**config.mk**
```make
export PLATFORM = sky130hd
export DESIGN_NAME = pc_sequencer
export DESIGN_NICKNAME = d
export VERILOG_FILES = /design/src/rtl/pc_seq_pkg.sv /design/src/rtl/pc_sequencer.sv
export SDC_FILE = /design/constraint.sdc
export NUM_CORES = 1
export LEC_CHECK = 0
export ABC_CLOCK_PERIOD_IN_PS = 2600
export BUFFER_PORTS_ARGS = -buffer_cell sky130_fd_sc_hd__buf_4
export CAP_MARGIN = 20
export CORE_MARGIN = 1.5
export CORE_UTILIZATION = 35
export CTS_CLUSTER_DIAMETER = 100
export DETAILED_ROUTE_END_ITERATION = 6
export PLACE_DENSITY_LB_ADDON = 0.1
export SKIP_CTS_REPAIR_TIMING = 1
export SLEW_MARGIN = 30
export SYNTH_ARGS = -nofsm -noshare
export SYNTH_HDL_FRONTEND = slang
export SYNTH_SLANG_ARGS = --single-unit
export TNS_END_PERCENT = 20
```
**constraint.sdc**
```tcl
create_clock -name clk -period 2.6 [get_ports clk]
set_clock_uncertainty 0.1 [all_clocks]
set_input_delay 0.39 -clock clk [delete_from_list [all_inputs] [get_ports clk]]
set_output_delay 0.39 -clock clk [all_outputs]
set_load 0.05 [all_outputs]
```
**src/rtl/pc_seq_pkg.sv**
```systemverilog
// rtl/pc_seq_pkg.sv - shared types and widths for the fetch PC sequencer
package pc_seq_pkg;

    localparam int PC_W    = 32;
    localparam int PC_STEP = 4;
    localparam int CNT_W   = 16;
    localparam int BUB_W   = 4;

    typedef enum logic {
        FETCH = 1'b0,
        FLUSH = 1'b1
    } seqState_e;

    // Redirect targets are forced onto a word boundary.
    function automatic logic [PC_W-1:0] alignPc(input logic [PC_W-1:0] addr);
        return {addr[PC_W-1:2], 2'b00};
    endfunction

endpackage

```
**src/rtl/pc_sequencer.sv**
```systemverilog
// rtl/pc_sequencer.sv - fetch PC sequencer with redirect, bubble flush and taken counter
module pc_sequencer
    import pc_seq_pkg::*;
#(
    parameter logic [PC_W-1:0] RESET_PC     = 32'h0000_0000,
    parameter int              FLUSH_CYCLES = 2
) (
    input  logic             clk,
    input  logic             rst,
    input  logic             is_branch_taken,
    input  logic [PC_W-1:0]  branch_pc,
    input  logic             stall,
    input  logic             imem_ready,
    output logic             imem_req,
    output logic [PC_W-1:0]  pc,
    output logic             fetch_valid,
    output logic             flush,
    output logic             misaligned,
    output logic [CNT_W-1:0] taken_count
);

    localparam logic [BUB_W-1:0] BUB_LOAD = BUB_W'(FLUSH_CYCLES - 1);
    localparam logic [CNT_W-1:0] CNT_MAX  = {CNT_W{1'b1}};

    seqState_e        state;
    logic [BUB_W-1:0] bubbleCnt;

    assign imem_req    = (state == FETCH) & ~stall & ~is_branch_taken;
    assign fetch_valid = imem_req & imem_ready;

    always_ff @(posedge clk) begin
        if (rst) begin
            state       <= FETCH;
            pc          <= RESET_PC;
            bubbleCnt   <= '0;
            flush       <= 1'b0;
            misaligned  <= 1'b0;
            taken_count <= '0;
        end else if (is_branch_taken) begin
            // A redirect wins over stall, imem backpressure and any flush in progress.
            state      <= FLUSH;
            pc         <= alignPc(branch_pc);
            bubbleCnt  <= BUB_LOAD;
            flush      <= 1'b1;
            misaligned <= |branch_pc[1:0];
            if (taken_count != CNT_MAX) begin
                taken_count <= taken_count + CNT_W'(1);
            end
        end else begin
            flush      <= 1'b0;
            misaligned <= 1'b0;
            case (state)
                FETCH: begin
                    if (fetch_valid) begin
                        pc <= pc + PC_W'(PC_STEP);
                    end
                end
                FLUSH: begin
                    // Bubbles drain even while the pipeline is stalled.
                    if (bubbleCnt == '0) begin
                        state <= FETCH;
                    end else begin
                        bubbleCnt <= bubbleCnt - BUB_W'(1);
                    end
                end
                default: state <= FETCH;
            endcase
        end
    end

endmodule

```
==> run_summary.xml, run 1 <==
<?xml version="1.0" encoding="UTF-8"?>
<metrics>
  <group name="logic_synthesis">
    <metric name="synth_top_cells_by_count" unit="">sky130_fd_sc_hd__dfxtp_1 (53), sky130_fd_sc_hd__nor2_1 (36), sky130_fd_sc_hd__nand2_1 (31), sky130_fd_sc_hd__nand4_1 (20), sky130_fd_sc_hd__clkbuf_1 (18)</metric>
    <metric name="post-synth-top-area-fraction" unit="">0.350</metric>
    <metric name="synth-seq-area-share" unit="">0.350</metric>
    <metric name="netlist.top_cell.by_area" unit="">sky130_fd_sc_hd__dfxtp_1</metric>
    <metric name="synthesis.area" unit="µm²">3030</metric>
    <metric name="ys_async_rst_share" unit="">0</metric>
    <metric name="yosysWarnings" unit="">0</metric>
    <metric name="most_used_standard_cell_by_instance_count_after_synthesis" unit="">sky130_fd_sc_hd__dfxtp_1</metric>
    <metric name="syn_inst" unit="">374</metric>
    <metric name="netlist-cell-type-count" unit="">53</metric>
    <metric name="ys_ff_latch" unit="">53</metric>
    <metric name="top_flip_flop_cell_by_instance_count_after_synthesis" unit="">sky130_fd_sc_hd__dfxtp_1</metric>
    <metric name="postSynthAreaPerCell" unit="µm²">8.10</metric>
    <metric name="synth_edf_count" unit="">0</metric>
    <metric name="ys_top_cells_by_area" unit="">sky130_fd_sc_hd__dfxtp_1 (35%), sky130_fd_sc_hd__nor2_1 (4.5%), sky130_fd_sc_hd__nand4_1 (4.1%)</metric>
  </group>
  <group name="pwr">
    <metric name="p_leak" unit="nW">1.51</metric>
    <metric name="irDropWorstVdd" unit="V">0.000220</metric>
    <metric name="power.total" unit="mW">1.78</metric>
    <metric name="power.density" unit="nW/µm²">460</metric>
  </group>
  <group name="finish">
    <metric name="flow.area_growth_from_synthesis" unit="%">27.9</metric>
    <metric name="share_of_post_route_cells_with_drive_strength_above_1" unit="">0.261</metric>
    <metric name="util_after_layout" unit="">0.467</metric>
    <metric name="num_antenna_cells" unit="">0</metric>
    <metric name="nets" unit="">495</metric>
    <metric name="fin_cells" unit="">561</metric>
  </group>
  <group name="worst_setup_path">
    <metric name="cp-start-kind" unit="">flip-flop</metric>
    <metric name="cp_slowest_stage_delay" unit="ns">0.74</metric>
    <metric name="worst_r2r_startpoint" unit="">pc[11]</metric>
    <metric name="critical_setup_path_class" unit="">reg2reg</metric>
    <metric name="critical_path.cell_chain" unit="">nand4_1, or4_1, o31a_1, a2111oi_0</metric>
    <metric name="largest_fanout_of_any_net_on_the_critical_path" unit="">8</metric>
    <metric name="critical_path.slowest_cell" unit="">sky130_fd_sc_hd__or4_1</metric>
    <metric name="critical-path-top-delay-family" unit="">simple AND/OR/NAND/NOR gates</metric>
    <metric name="worst_ep_required_time" unit="ns">2.69</metric>
    <metric name="critical_path.endpoint_type" unit="">flip-flop</metric>
    <metric name="critical_path.startpoint" unit="">pc[11]</metric>
    <metric name="critical_path.n_buffers_inverters" unit="">0</metric>
    <metric name="worstPathArrival" unit="ns">2.42</metric>
  </group>
  <group name="global_routing">
    <metric name="global_route.overflow_total" unit="">0</metric>
    <metric name="pin_count_of_the_biggest_net_entering_global_routing" unit="">63</metric>
    <metric name="first_global_vias" unit="">2855</metric>
    <metric name="global_route.usage.total" unit="">0.198</metric>
    <metric name="global_route_wire_length_before_repair" unit="µm">14200</metric>
    <metric name="antenna_found_initial" unit="">0</metric>
  </group>
  <group name="sta">
    <metric name="rsz_0062_raised_after_global_routing" unit="">false</metric>
    <metric name="drv_slew" unit="">0</metric>
    <metric name="fin_crit_sh" unit="">0.896</metric>
    <metric name="setup_viol" unit="">0</metric>
    <metric name="final.setup.tns" unit="ns">0</metric>
    <metric name="final-hold-violation-count" unit="">0</metric>
    <metric name="slew_headroom" unit="">0.579</metric>
    <metric name="period_minus_slack" unit="ns">2.33</metric>
    <metric name="timing.hold.ws" unit="ns">0.180</metric>
    <metric name="fmax" unit="MHz">429</metric>
    <metric name="timing_worst_slew_pin_value" unit="ns">0.631</metric>
  </group>
  <group name="floorplan">
    <metric name="die_width" unit="µm">96.1</metric>
    <metric name="floorplan.rows" unit="">33</metric>
    <metric name="coreArea" unit="µm²">8300</metric>
    <metric name="fp.dieArea" unit="µm²">9230</metric>
    <metric name="die_h" unit="µm">96.1</metric>
    <metric name="start_util" unit="">0.365</metric>
    <metric name="io_pins" unit="">89</metric>
  </group>
  <group name="clock_network">
    <metric name="worst_case_clock_buffer_depth" unit="">2</metric>
    <metric name="cts.reportedPaths.clkPinSlew" unit="ns">0.10</metric>
    <metric name="numCtsBuffers" unit="">5</metric>
    <metric name="clock_latency" unit="ns">0.31</metric>
    <metric name="cts_max_level" unit="">2</metric>
    <metric name="clock_tree.root_cell" unit="">sky130_fd_sc_hd__clkbuf_8</metric>
    <metric name="cts_tree" unit="">done</metric>
    <metric name="cts_num_sinks" unit="">53</metric>
  </group>
  <group name="placement">
    <metric name="gpl.final_weighted_congestion" unit="">0.830</metric>
    <metric name="dpl.hpwl" unit="µm">6360</metric>
    <metric name="dp_cells" unit="">553</metric>
    <metric name="buffer_ports.inserted" unit="">86</metric>
  </group>
  <group name="route">
    <metric name="drt_drc_violations_left" unit="">0</metric>
    <metric name="route.antenna.remaining_nets" unit="">0</metric>
    <metric name="route.vias.total" unit="">3137</metric>
    <metric name="post_drt_via_cell_ratio" unit="">5.59</metric>
    <metric name="initialDrtViolationCount" unit="">173</metric>
    <metric name="route.detailed.wl_per_inst" unit="µm">15.7</metric>
    <metric name="route.final.wire_length" unit="µm">8800</metric>
    <metric name="drtPass1Iterations" unit="">4</metric>
  </group>
  <group name="job">
    <metric name="maxCapViolations" unit="">0</metric>
  </group>
  <group name="status">
    <metric name="run_status" unit="">finished, final reports clean</metric>
  </group>
  <group name="hold_path">
    <metric name="holdCritStartpoint" unit="">branch_pc[0]</metric>
    <metric name="holdCritPathClass" unit="">in2reg</metric>
  </group>
</metrics>
-- stage by stage --
| stage | cell area (µm²) | setup WS (ns) |
|---|---|---|
| 2_1_floorplan | 3040 | 0.0552 |
| 5_1_grt | 3870 | 0.0511 |
| 4_1_cts | 3870 | 0.276 |
| 3_5_place_dp | 3790 | 0.108 |
| 3_3_place_gp | 3790 | 0.131 |
| 6_report | 3870 | 0.270 |
-- placed cells by master, fill, tap and decap left out, types with 4 or more instances in the layout --
master                      count
sky130_fd_sc_hd__nor2_1        36
sky130_fd_sc_hd__or3_1          7
sky130_fd_sc_hd__nand2_1       31
sky130_fd_sc_hd__o21ai_0        5
sky130_fd_sc_hd__buf_4         98
sky130_fd_sc_hd__or4_1          8
sky130_fd_sc_hd__nor3_1        10
sky130_fd_sc_hd__and3_1         9
sky130_fd_sc_hd__a211oi_1      15
sky130_fd_sc_hd__nand3_1       14
sky130_fd_sc_hd__nand4_1       20
sky130_fd_sc_hd__mux2_2         8
sky130_fd_sc_hd__dfxtp_1       53
sky130_fd_sc_hd__clkbuf_8       5
sky130_fd_sc_hd__a21oi_1       13
sky130_fd_sc_hd__nor2b_1        9
sky130_fd_sc_hd__o31ai_1        4
sky130_fd_sc_hd__nor4_1         9
sky130_fd_sc_hd__and4_1        10
sky130_fd_sc_hd__xnor2_1        4
sky130_fd_sc_hd__a311oi_1      10
sky130_fd_sc_hd__inv_1         13
sky130_fd_sc_hd__xor2_1         8
sky130_fd_sc_hd__a2111oi_0      8
-- worst paths after layout --
check	to	slack (ns)	cells past startpoint
max	pc[25]	0.27	4
min	misaligned	0.18	2
max reg2reg	pc[25]	0.27	4
min reg2reg	bubbleCnt[3]	0.42	2
-- logic make-up (layout without fill, tap and decap cells) --
family          after synthesis  after routing  share of synthesized area
compound gates               73             73                      0.178
xor+xnor                     12             12                     0.0347
fa+ha+maj                     3              3                     0.0124
buf+inv                      39            120                     0.0537
flops                        53             53                      0.350
mux                          10             10                     0.0363
other cells                   1              2                    0.00124
simple gates                183            183                      0.334
-- where the power goes --
part | leakage [nW] | internal [mW] | total, mW | switching (mW)
Sequential | 0.436 | 0.854 | 0.910 | 0.0563
Clock | 0.0395 | 0.193 | 0.466 | 0.273
Combinational | 1.03 | 0.149 | 0.408 | 0.259
Total | 1.51 | 1.20 | 1.78 | 0.589
-- final cells by class --
class | instances | area (µm²)
timing repair buffer | 98 | 736
sequential | 53 | 1060
tap | 105 | 131
inverter | 14 | 56.3
clock buffer | 8 | 80.1
multi-input combinational | 283 | 1810
fill | 858 | 4420
-- per-layer routing --
layer	part of all wire	track usage
met1	0.50	0.300
met2	0.43	0.290
met3	0.064	0.0348
met4	0.0078	0.0380
met5	0	0
-- registers in the layout, summed over array words and instances (netlist names) --
name	count
misaligned	1
flush	1
bubbleCnt	4
pc	30
state	1
taken_count	16
(Power assumes the default switching activity.)
==> inputs of run 2 (changes only) <==
Settings changed: ABC_AREA set to 1.
==> run_summary.xml, run 2 <==
<?xml version="1.0" encoding="UTF-8"?>
<metrics>
  <group name="status">
    <metric name="run_status" unit="">finished, final reports clean</metric>
  </group>
  <group name="clock_network">
    <metric name="worst_case_clock_buffer_depth" unit="">2</metric>
    <metric name="clock_tree.root_cell" unit="">sky130_fd_sc_hd__clkbuf_8</metric>
    <metric name="cts.reportedPaths.clkPinSlew" unit="ns">0.10</metric>
    <metric name="numCtsBuffers" unit="">5</metric>
    <metric name="cts_max_level" unit="">2</metric>
    <metric name="cts_tree" unit="">done</metric>
    <metric name="cts_num_sinks" unit="">53</metric>
    <metric name="clock_latency" unit="ns">0.31</metric>
  </group>
  <group name="worst_setup_path">
    <metric name="critical_path.startpoint" unit="">taken_count[0]</metric>
    <metric name="critical_path.n_buffers_inverters" unit="">1</metric>
    <metric name="cp-start-kind" unit="">flip-flop</metric>
    <metric name="reg2reg_setup_slack" unit="ns">0.69</metric>
    <metric name="worst_r2r_startpoint" unit="">taken_count[0]</metric>
    <metric name="critical_setup_path_class" unit="">reg2reg</metric>
    <metric name="critical-path-top-delay-family" unit="">simple AND/OR/NAND/NOR gates</metric>
    <metric name="critical_path.slowest_cell" unit="">sky130_fd_sc_hd__dfxtp_1</metric>
    <metric name="crit_path_frequent_cell" unit="">sky130_fd_sc_hd__nand3_2</metric>
    <metric name="worstPathArrival" unit="ns">2.01</metric>
    <metric name="cp_slowest_stage_delay" unit="ns">0.43</metric>
    <metric name="r2r_cells" unit="">8</metric>
    <metric name="largest_fanout_of_any_net_on_the_critical_path" unit="">17</metric>
    <metric name="worst_ep_required_time" unit="ns">2.70</metric>
    <metric name="crit-reg2reg-capture" unit="">taken_count[0]</metric>
    <metric name="critical_path.endpoint_type" unit="">flip-flop</metric>
    <metric name="critical_path.cell_chain" unit="">ha_1, nand3_2, nor2_2, nand3_2, nand2_4, inv_4, o21ai_0, a21oi_1</metric>
  </group>
  <group name="finish">
    <metric name="register_containing_the_most_flip_flops_in_the_final_layout" unit="">pc</metric>
    <metric name="util_after_layout" unit="">0.447</metric>
    <metric name="reg.largest.list" unit="">pc (30), taken_count (16), bubbleCnt (4)</metric>
    <metric name="layout_common_cells" unit="">sky130_fd_sc_hd__nand2_1 (159), sky130_fd_sc_hd__buf_4 (89), sky130_fd_sc_hd__nor2_1 (79), sky130_fd_sc_hd__dfxtp_1 (53)</metric>
    <metric name="largest_register_ff_count" unit="">30</metric>
    <metric name="layout_commonest_cell" unit="">sky130_fd_sc_hd__nand2_1</metric>
    <metric name="share_of_post_route_cells_with_drive_strength_above_1" unit="">0.176</metric>
    <metric name="postLayoutCellArea" unit="µm²">4130</metric>
    <metric name="nets" unit="">652</metric>
    <metric name="fin_cells" unit="">741</metric>
    <metric name="num_antenna_cells" unit="">0</metric>
    <metric name="flow.area_growth_from_synthesis" unit="%">24.1</metric>
  </group>
  <group name="placement">
    <metric name="dpl_worst_slack" unit="ns">0.635</metric>
    <metric name="gpl.final_weighted_congestion" unit="">0.861</metric>
    <metric name="post_dp_area" unit="µm²">4040</metric>
    <metric name="buffer_ports.inserted" unit="">86</metric>
    <metric name="dp_cells" unit="">734</metric>
    <metric name="dpl.hpwl" unit="µm">7280</metric>
  </group>
  <group name="logic_synthesis">
    <metric name="top_flip_flop_cell_by_instance_count_after_synthesis" unit="">sky130_fd_sc_hd__dfxtp_1</metric>
    <metric name="ys_top_cells_by_area" unit="">sky130_fd_sc_hd__dfxtp_1 (32%), sky130_fd_sc_hd__nand2_1 (18%), sky130_fd_sc_hd__nor2_1 (8.9%)</metric>
    <metric name="yosysWarnings" unit="">0</metric>
    <metric name="synth_top_cells_by_count" unit="">sky130_fd_sc_hd__nand2_1 (159), sky130_fd_sc_hd__nor2_1 (79), sky130_fd_sc_hd__dfxtp_1 (53), sky130_fd_sc_hd__inv_1 (46), sky130_fd_sc_hd__nand3_1 (46)</metric>
    <metric name="synthesis.area" unit="µm²">3330</metric>
    <metric name="most_used_standard_cell_by_instance_count_after_synthesis" unit="">sky130_fd_sc_hd__nand2_1</metric>
    <metric name="post-synth-top-area-fraction" unit="">0.319</metric>
    <metric name="syn_inst" unit="">535</metric>
    <metric name="netlist.top_cell.by_area" unit="">sky130_fd_sc_hd__dfxtp_1</metric>
    <metric name="synth-seq-area-share" unit="">0.319</metric>
    <metric name="synth_edf_count" unit="">0</metric>
    <metric name="ys_async_rst_share" unit="">0</metric>
    <metric name="postSynthAreaPerCell" unit="µm²">6.22</metric>
    <metric name="netlist-cell-type-count" unit="">39</metric>
    <metric name="ys_ff_latch" unit="">53</metric>
  </group>
  <group name="global_routing">
    <metric name="grt.busiest_layer" unit="">met2</metric>
    <metric name="grt_util_met2" unit="">0.302</metric>
    <metric name="pin_count_of_the_biggest_net_entering_global_routing" unit="">45</metric>
    <metric name="first_global_vias" unit="">3372</metric>
    <metric name="global_route.usage.total" unit="">0.203</metric>
    <metric name="antenna_found_initial" unit="">0</metric>
    <metric name="global_route.overflow_total" unit="">0</metric>
    <metric name="met1_usage" unit="">0.301</metric>
    <metric name="global_route_wire_length_before_repair" unit="µm">16400</metric>
    <metric name="grt.met3_usage" unit="">0.0368</metric>
  </group>
  <group name="pwr">
    <metric name="power.total" unit="mW">1.80</metric>
    <metric name="p_leak" unit="nW">1.64</metric>
    <metric name="irDropWorstVdd" unit="V">0.000208</metric>
    <metric name="power.density" unit="nW/µm²">437</metric>
  </group>
  <group name="route">
    <metric name="route.antenna.remaining_nets" unit="">0</metric>
    <metric name="route.detailed.wl_per_inst" unit="µm">13.4</metric>
    <metric name="drt_drc_violations_left" unit="">0</metric>
    <metric name="post_drt_via_cell_ratio" unit="">4.99</metric>
    <metric name="initialDrtViolationCount" unit="">183</metric>
    <metric name="route.vias.total" unit="">3697</metric>
    <metric name="drtPass1Iterations" unit="">5</metric>
    <metric name="route.final.wire_length" unit="µm">9940</metric>
  </group>
  <group name="floorplan">
    <metric name="io_pins" unit="">89</metric>
    <metric name="start_util" unit="">0.360</metric>
    <metric name="floorplan.rows" unit="">35</metric>
    <metric name="die_width" unit="µm">100</metric>
    <metric name="fp.dieArea" unit="µm²">10100</metric>
    <metric name="die_h" unit="µm">100</metric>
    <metric name="coreArea" unit="µm²">9240</metric>
  </group>
  <group name="sta">
    <metric name="slew_headroom" unit="">0.661</metric>
    <metric name="worst_slack" unit="ns">0.693</metric>
    <metric name="period_minus_slack" unit="ns">1.91</metric>
    <metric name="timing_worst_slew_pin_value" unit="ns">0.508</metric>
    <metric name="fin_crit_sh" unit="">0.733</metric>
    <metric name="timing.hold.ws" unit="ns">0.163</metric>
    <metric name="final.setup.tns" unit="ns">0</metric>
    <metric name="rsz_0062_raised_after_global_routing" unit="">false</metric>
    <metric name="fmax" unit="MHz">524</metric>
    <metric name="drv_slew" unit="">0</metric>
    <metric name="setup_viol" unit="">0</metric>
    <metric name="final-hold-violation-count" unit="">0</metric>
  </group>
  <group name="hold_path">
    <metric name="min_to" unit="">misaligned</metric>
    <metric name="holdCritPathClass" unit="">in2reg</metric>
    <metric name="whs_path_depth" unit="">2</metric>
    <metric name="holdCritStartpoint" unit="">branch_pc[0]</metric>
  </group>
  <group name="job">
    <metric name="maxCapViolations" unit="">0</metric>
  </group>
</metrics>
==> run 2: metal layers <==
metal,share of wire,wire length [µm],vias to the layer above
met5,0,0,-
met4,0.013,127,0
met3,0.057,568,8
met2,0.42,4180,116
met1,0.51,5070,1682
li1,-,-,1891
==> run 2: worst max-delay path by stage <==
stage	end	slack [ns]	cells after the start
after global routing	pc[24]	0.48	10
final	taken_count[0]	0.69	8
after floorplan	imem_req	0.26	3
after detailed placement	pc[13]	0.63	7
after global placement	pc[13]	0.68	7
after CTS	taken_count[0]	0.68	8
==> run 2: area by class of cell <==
type | instances | area [µm²]
fill | 968 | 5110
tap | 129 | 161
timing repair buffer | 89 | 668
clock inverter | 1 | 7.51
sequential | 53 | 1060
multi-input combinational | 414 | 1960
inverter | 49 | 186
clock buffer | 6 | 82.6
==> run 2: kinds of logic after synthesis <==
family                     synth area share
and+or+nand+nor                       0.398
xor gates and xnor gates             0.0342
AOI/OAI and AO/OA                     0.145
other                               0.00113
DFF                                   0.319
adders and majority gates            0.0113
buffers and inverters                0.0921
==> run 2: report_power, final <==
group	internal, mW	total (mW)	switching (mW)	leakage, nW
Sequential	0.850	0.903	0.0528	0.435
Combinational	0.136	0.404	0.268	1.16
Clock	0.212	0.498	0.286	0.0433
Total	1.20	1.80	0.607	1.64
==> inputs of run 3 (changes only) <==
Settings changed: ABC_CLOCK_PERIOD_IN_PS 2600 to 1800.
Clock period 2.6 ns to 1.8 ns, I/O delays scaled along.
==> run_summary.xml, run 3 (same netlist as run 2, synthesis figures left out) <==
<?xml version="1.0" encoding="UTF-8"?>
<metrics>
  <group name="finish">
    <metric name="fill_cells" unit="">992</metric>
    <metric name="largest_register_ff_count" unit="">30</metric>
    <metric name="layout_commonest_cell" unit="">sky130_fd_sc_hd__nand2_1</metric>
    <metric name="nets" unit="">676</metric>
    <metric name="fin_cells" unit="">765</metric>
    <metric name="reg.largest.list" unit="">pc (30), taken_count (16), bubbleCnt (4)</metric>
    <metric name="flow.area_growth_from_synthesis" unit="%">31.4</metric>
    <metric name="register_containing_the_most_flip_flops_in_the_final_layout" unit="">pc</metric>
    <metric name="share_of_post_route_cells_with_drive_strength_above_1" unit="">0.239</metric>
    <metric name="num_antenna_cells" unit="">0</metric>
    <metric name="postLayoutCellArea" unit="µm²">4370</metric>
    <metric name="layout_common_cells" unit="">sky130_fd_sc_hd__nand2_1 (156), sky130_fd_sc_hd__buf_4 (113), sky130_fd_sc_hd__nor2_1 (73)</metric>
  </group>
  <group name="sta">
    <metric name="fmax" unit="MHz">582</metric>
    <metric name="final-hold-violation-count" unit="">0</metric>
    <metric name="fin_crit_sh" unit="">0.955</metric>
    <metric name="setup_viol" unit="">0</metric>
    <metric name="drv_slew" unit="">0</metric>
    <metric name="rsz_0062_raised_after_global_routing" unit="">true</metric>
    <metric name="timing.hold.ws" unit="ns">0.0536</metric>
    <metric name="period_minus_slack" unit="ns">1.72</metric>
  </group>
  <group name="clock_network">
    <metric name="worst_case_clock_buffer_depth" unit="">2</metric>
    <metric name="clock_latency" unit="ns">0.31</metric>
    <metric name="clock_tree.root_cell" unit="">sky130_fd_sc_hd__clkbuf_8</metric>
    <metric name="cts_tree" unit="">done</metric>
    <metric name="cts.reportedPaths.clkPinSlew" unit="ns">0.10</metric>
    <metric name="numCtsBuffers" unit="">5</metric>
    <metric name="cts_num_sinks" unit="">53</metric>
    <metric name="cts_max_level" unit="">2</metric>
  </group>
  <group name="worst_setup_path">
    <metric name="critical_setup_path_class" unit="">reg2out</metric>
    <metric name="r2r_cells" unit="">8</metric>
    <metric name="critical_path.endpoint_type" unit="">output port</metric>
    <metric name="worstPathArrival" unit="ns">1.35</metric>
    <metric name="crit-reg2reg-capture" unit="">pc[27]</metric>
    <metric name="reg2reg_setup_slack" unit="ns">0.11</metric>
    <metric name="worst_ep_required_time" unit="ns">1.43</metric>
    <metric name="largest_fanout_of_any_net_on_the_critical_path" unit="">7</metric>
    <metric name="critical_path.startpoint" unit="">state</metric>
    <metric name="cp-start-kind" unit="">flip-flop</metric>
    <metric name="worst_r2r_startpoint" unit="">pc[5]</metric>
  </group>
  <group name="pwr">
    <metric name="p_switching" unit="mW">0.874</metric>
    <metric name="cellInternalPower" unit="mW">1.72</metric>
    <metric name="power.density" unit="nW/µm²">594</metric>
    <metric name="irDropWorstVdd" unit="V">0.000359</metric>
    <metric name="p_clk_frac" unit="">0.255</metric>
    <metric name="power_frac_seq" unit="">0.500</metric>
    <metric name="power.combinational.fraction" unit="">0.245</metric>
    <metric name="p_leak" unit="nW">1.76</metric>
    <metric name="power.total" unit="mW">2.59</metric>
    <metric name="p_sw_frac" unit="">0.337</metric>
  </group>
  <group name="floorplan">
    <metric name="die_h" unit="µm">100</metric>
    <metric name="fp.dieArea" unit="µm²">10100</metric>
    <metric name="io_pins" unit="">89</metric>
    <metric name="floorplan.rows" unit="">35</metric>
    <metric name="die_width" unit="µm">100</metric>
    <metric name="start_util" unit="">0.360</metric>
    <metric name="coreArea" unit="µm²">9240</metric>
  </group>
  <group name="route">
    <metric name="initialDrtViolationCount" unit="">212</metric>
    <metric name="drtPass1Iterations" unit="">4</metric>
    <metric name="route.final.wire_length" unit="µm">10300</metric>
    <metric name="post_drt_via_cell_ratio" unit="">4.88</metric>
    <metric name="route.vias.total" unit="">3736</metric>
    <metric name="drt_drc_violations_left" unit="">0</metric>
    <metric name="route.antenna.remaining_nets" unit="">0</metric>
    <metric name="route.detailed.wl_per_inst" unit="µm">13.5</metric>
  </group>
  <group name="global_routing">
    <metric name="pin_count_of_the_biggest_net_entering_global_routing" unit="">32</metric>
    <metric name="antenna_found_initial" unit="">0</metric>
    <metric name="global_route.overflow_total" unit="">0</metric>
    <metric name="global_route.usage.total" unit="">0.208</metric>
    <metric name="global_route_wire_length_before_repair" unit="µm">16900</metric>
    <metric name="first_global_vias" unit="">3377</metric>
  </group>
  <group name="hold_path">
    <metric name="min_to" unit="">misaligned</metric>
    <metric name="holdCritPathClass" unit="">in2reg</metric>
    <metric name="holdCritStartpoint" unit="">branch_pc[0]</metric>
    <metric name="whs_path_depth" unit="">2</metric>
  </group>
  <group name="job">
    <metric name="maxCapViolations" unit="">0</metric>
  </group>
  <group name="placement">
    <metric name="gpl.final_weighted_congestion" unit="">0.886</metric>
    <metric name="buffer_ports.inserted" unit="">86</metric>
    <metric name="dpl.hpwl" unit="µm">7640</metric>
    <metric name="post_dp_area" unit="µm²">4220</metric>
    <metric name="dp_cells" unit="">757</metric>
  </group>
  <group name="status">
    <metric name="run_status" unit="">finished, final reports clean</metric>
  </group>
</metrics>
## run 3: changes by cell type in the layout (fill, tap and decap cells not counted), sizes merged
cell    change
clkinv      +1
buf        +24
inv         -1
## run 3: worst max-delay path by stage
stage               cells past startpoint  slack [ns]          end
detailed placement                     10        0.02       pc[24]
floorplan                              10       -0.19       pc[24]
CTS                                     4       -0.04  fetch_valid
global route                            8       -0.06       pc[27]
finish                                  4        0.08  fetch_valid
global placement                        7        0.06       pc[12]
## run 3: routing by layer
layer	track usage	up-vias	part of all wire
li1	-	1941	-
met1	0.322	1704	0.51
met2	0.307	89	0.43
met3	0.0298	2	0.053
met4	0.0358	0	0.0035
met5	0	-	0
## run 3: power by group through the flow
| stage | sequential (mW) | combinational (mW) | clock, mW |
|---|---|---|---|
| 4_1_cts | 1.29 | 0.633 | 0.689 |
| 6_report | 1.30 | 0.636 | 0.663 |
| 5_1_grt | 1.31 | 0.691 | 0.732 |
| 3_5_place_dp | 1.32 | 0.630 | 0 |
| 2_1_floorplan | 1.48 | 0.234 | 0 |
| 3_3_place_gp | 1.32 | 0.628 | 0 |
## run 3: area by class of cell
| class | instances | area (µm²) | share of cell area |
|---|---|---|---|
| flip-flops and latches | 53 | 1070 | 0.246 |
| repair buffers | 113 | 848 | 0.194 |
| multi-input cells | 414 | 2020 | 0.461 |
| clock buffers | 6 | 72.6 | 0.0166 |
| clock inverters | 1 | 5.00 | 0.00115 |
| well taps | 129 | 161 | 0.0369 |
| inverters | 49 | 193 | 0.0441 |
## run 3: worst max-delay path: stages (launching register included)
cell and delay [ns]:
sky130_fd_sc_hd__dfxtp_1 0.34, sky130_fd_sc_hd__nor2_1 0.16, sky130_fd_sc_hd__nand3_4 0.13, sky130_fd_sc_hd__clkinvlp_4 0.19, sky130_fd_sc_hd__buf_4 0.23
## run 3: per-stage QoR
step	util	setup TNS [ns]	setup slack (ns)
finish	0.473	0	0.0805
detailed placement	0.457	0	0.0245
CTS	0.466	-0.0429	-0.0407
global placement	0.457	0	0.0573
floorplan	-	-1.08	-0.186
global route	0.473	-0.0682	-0.0625
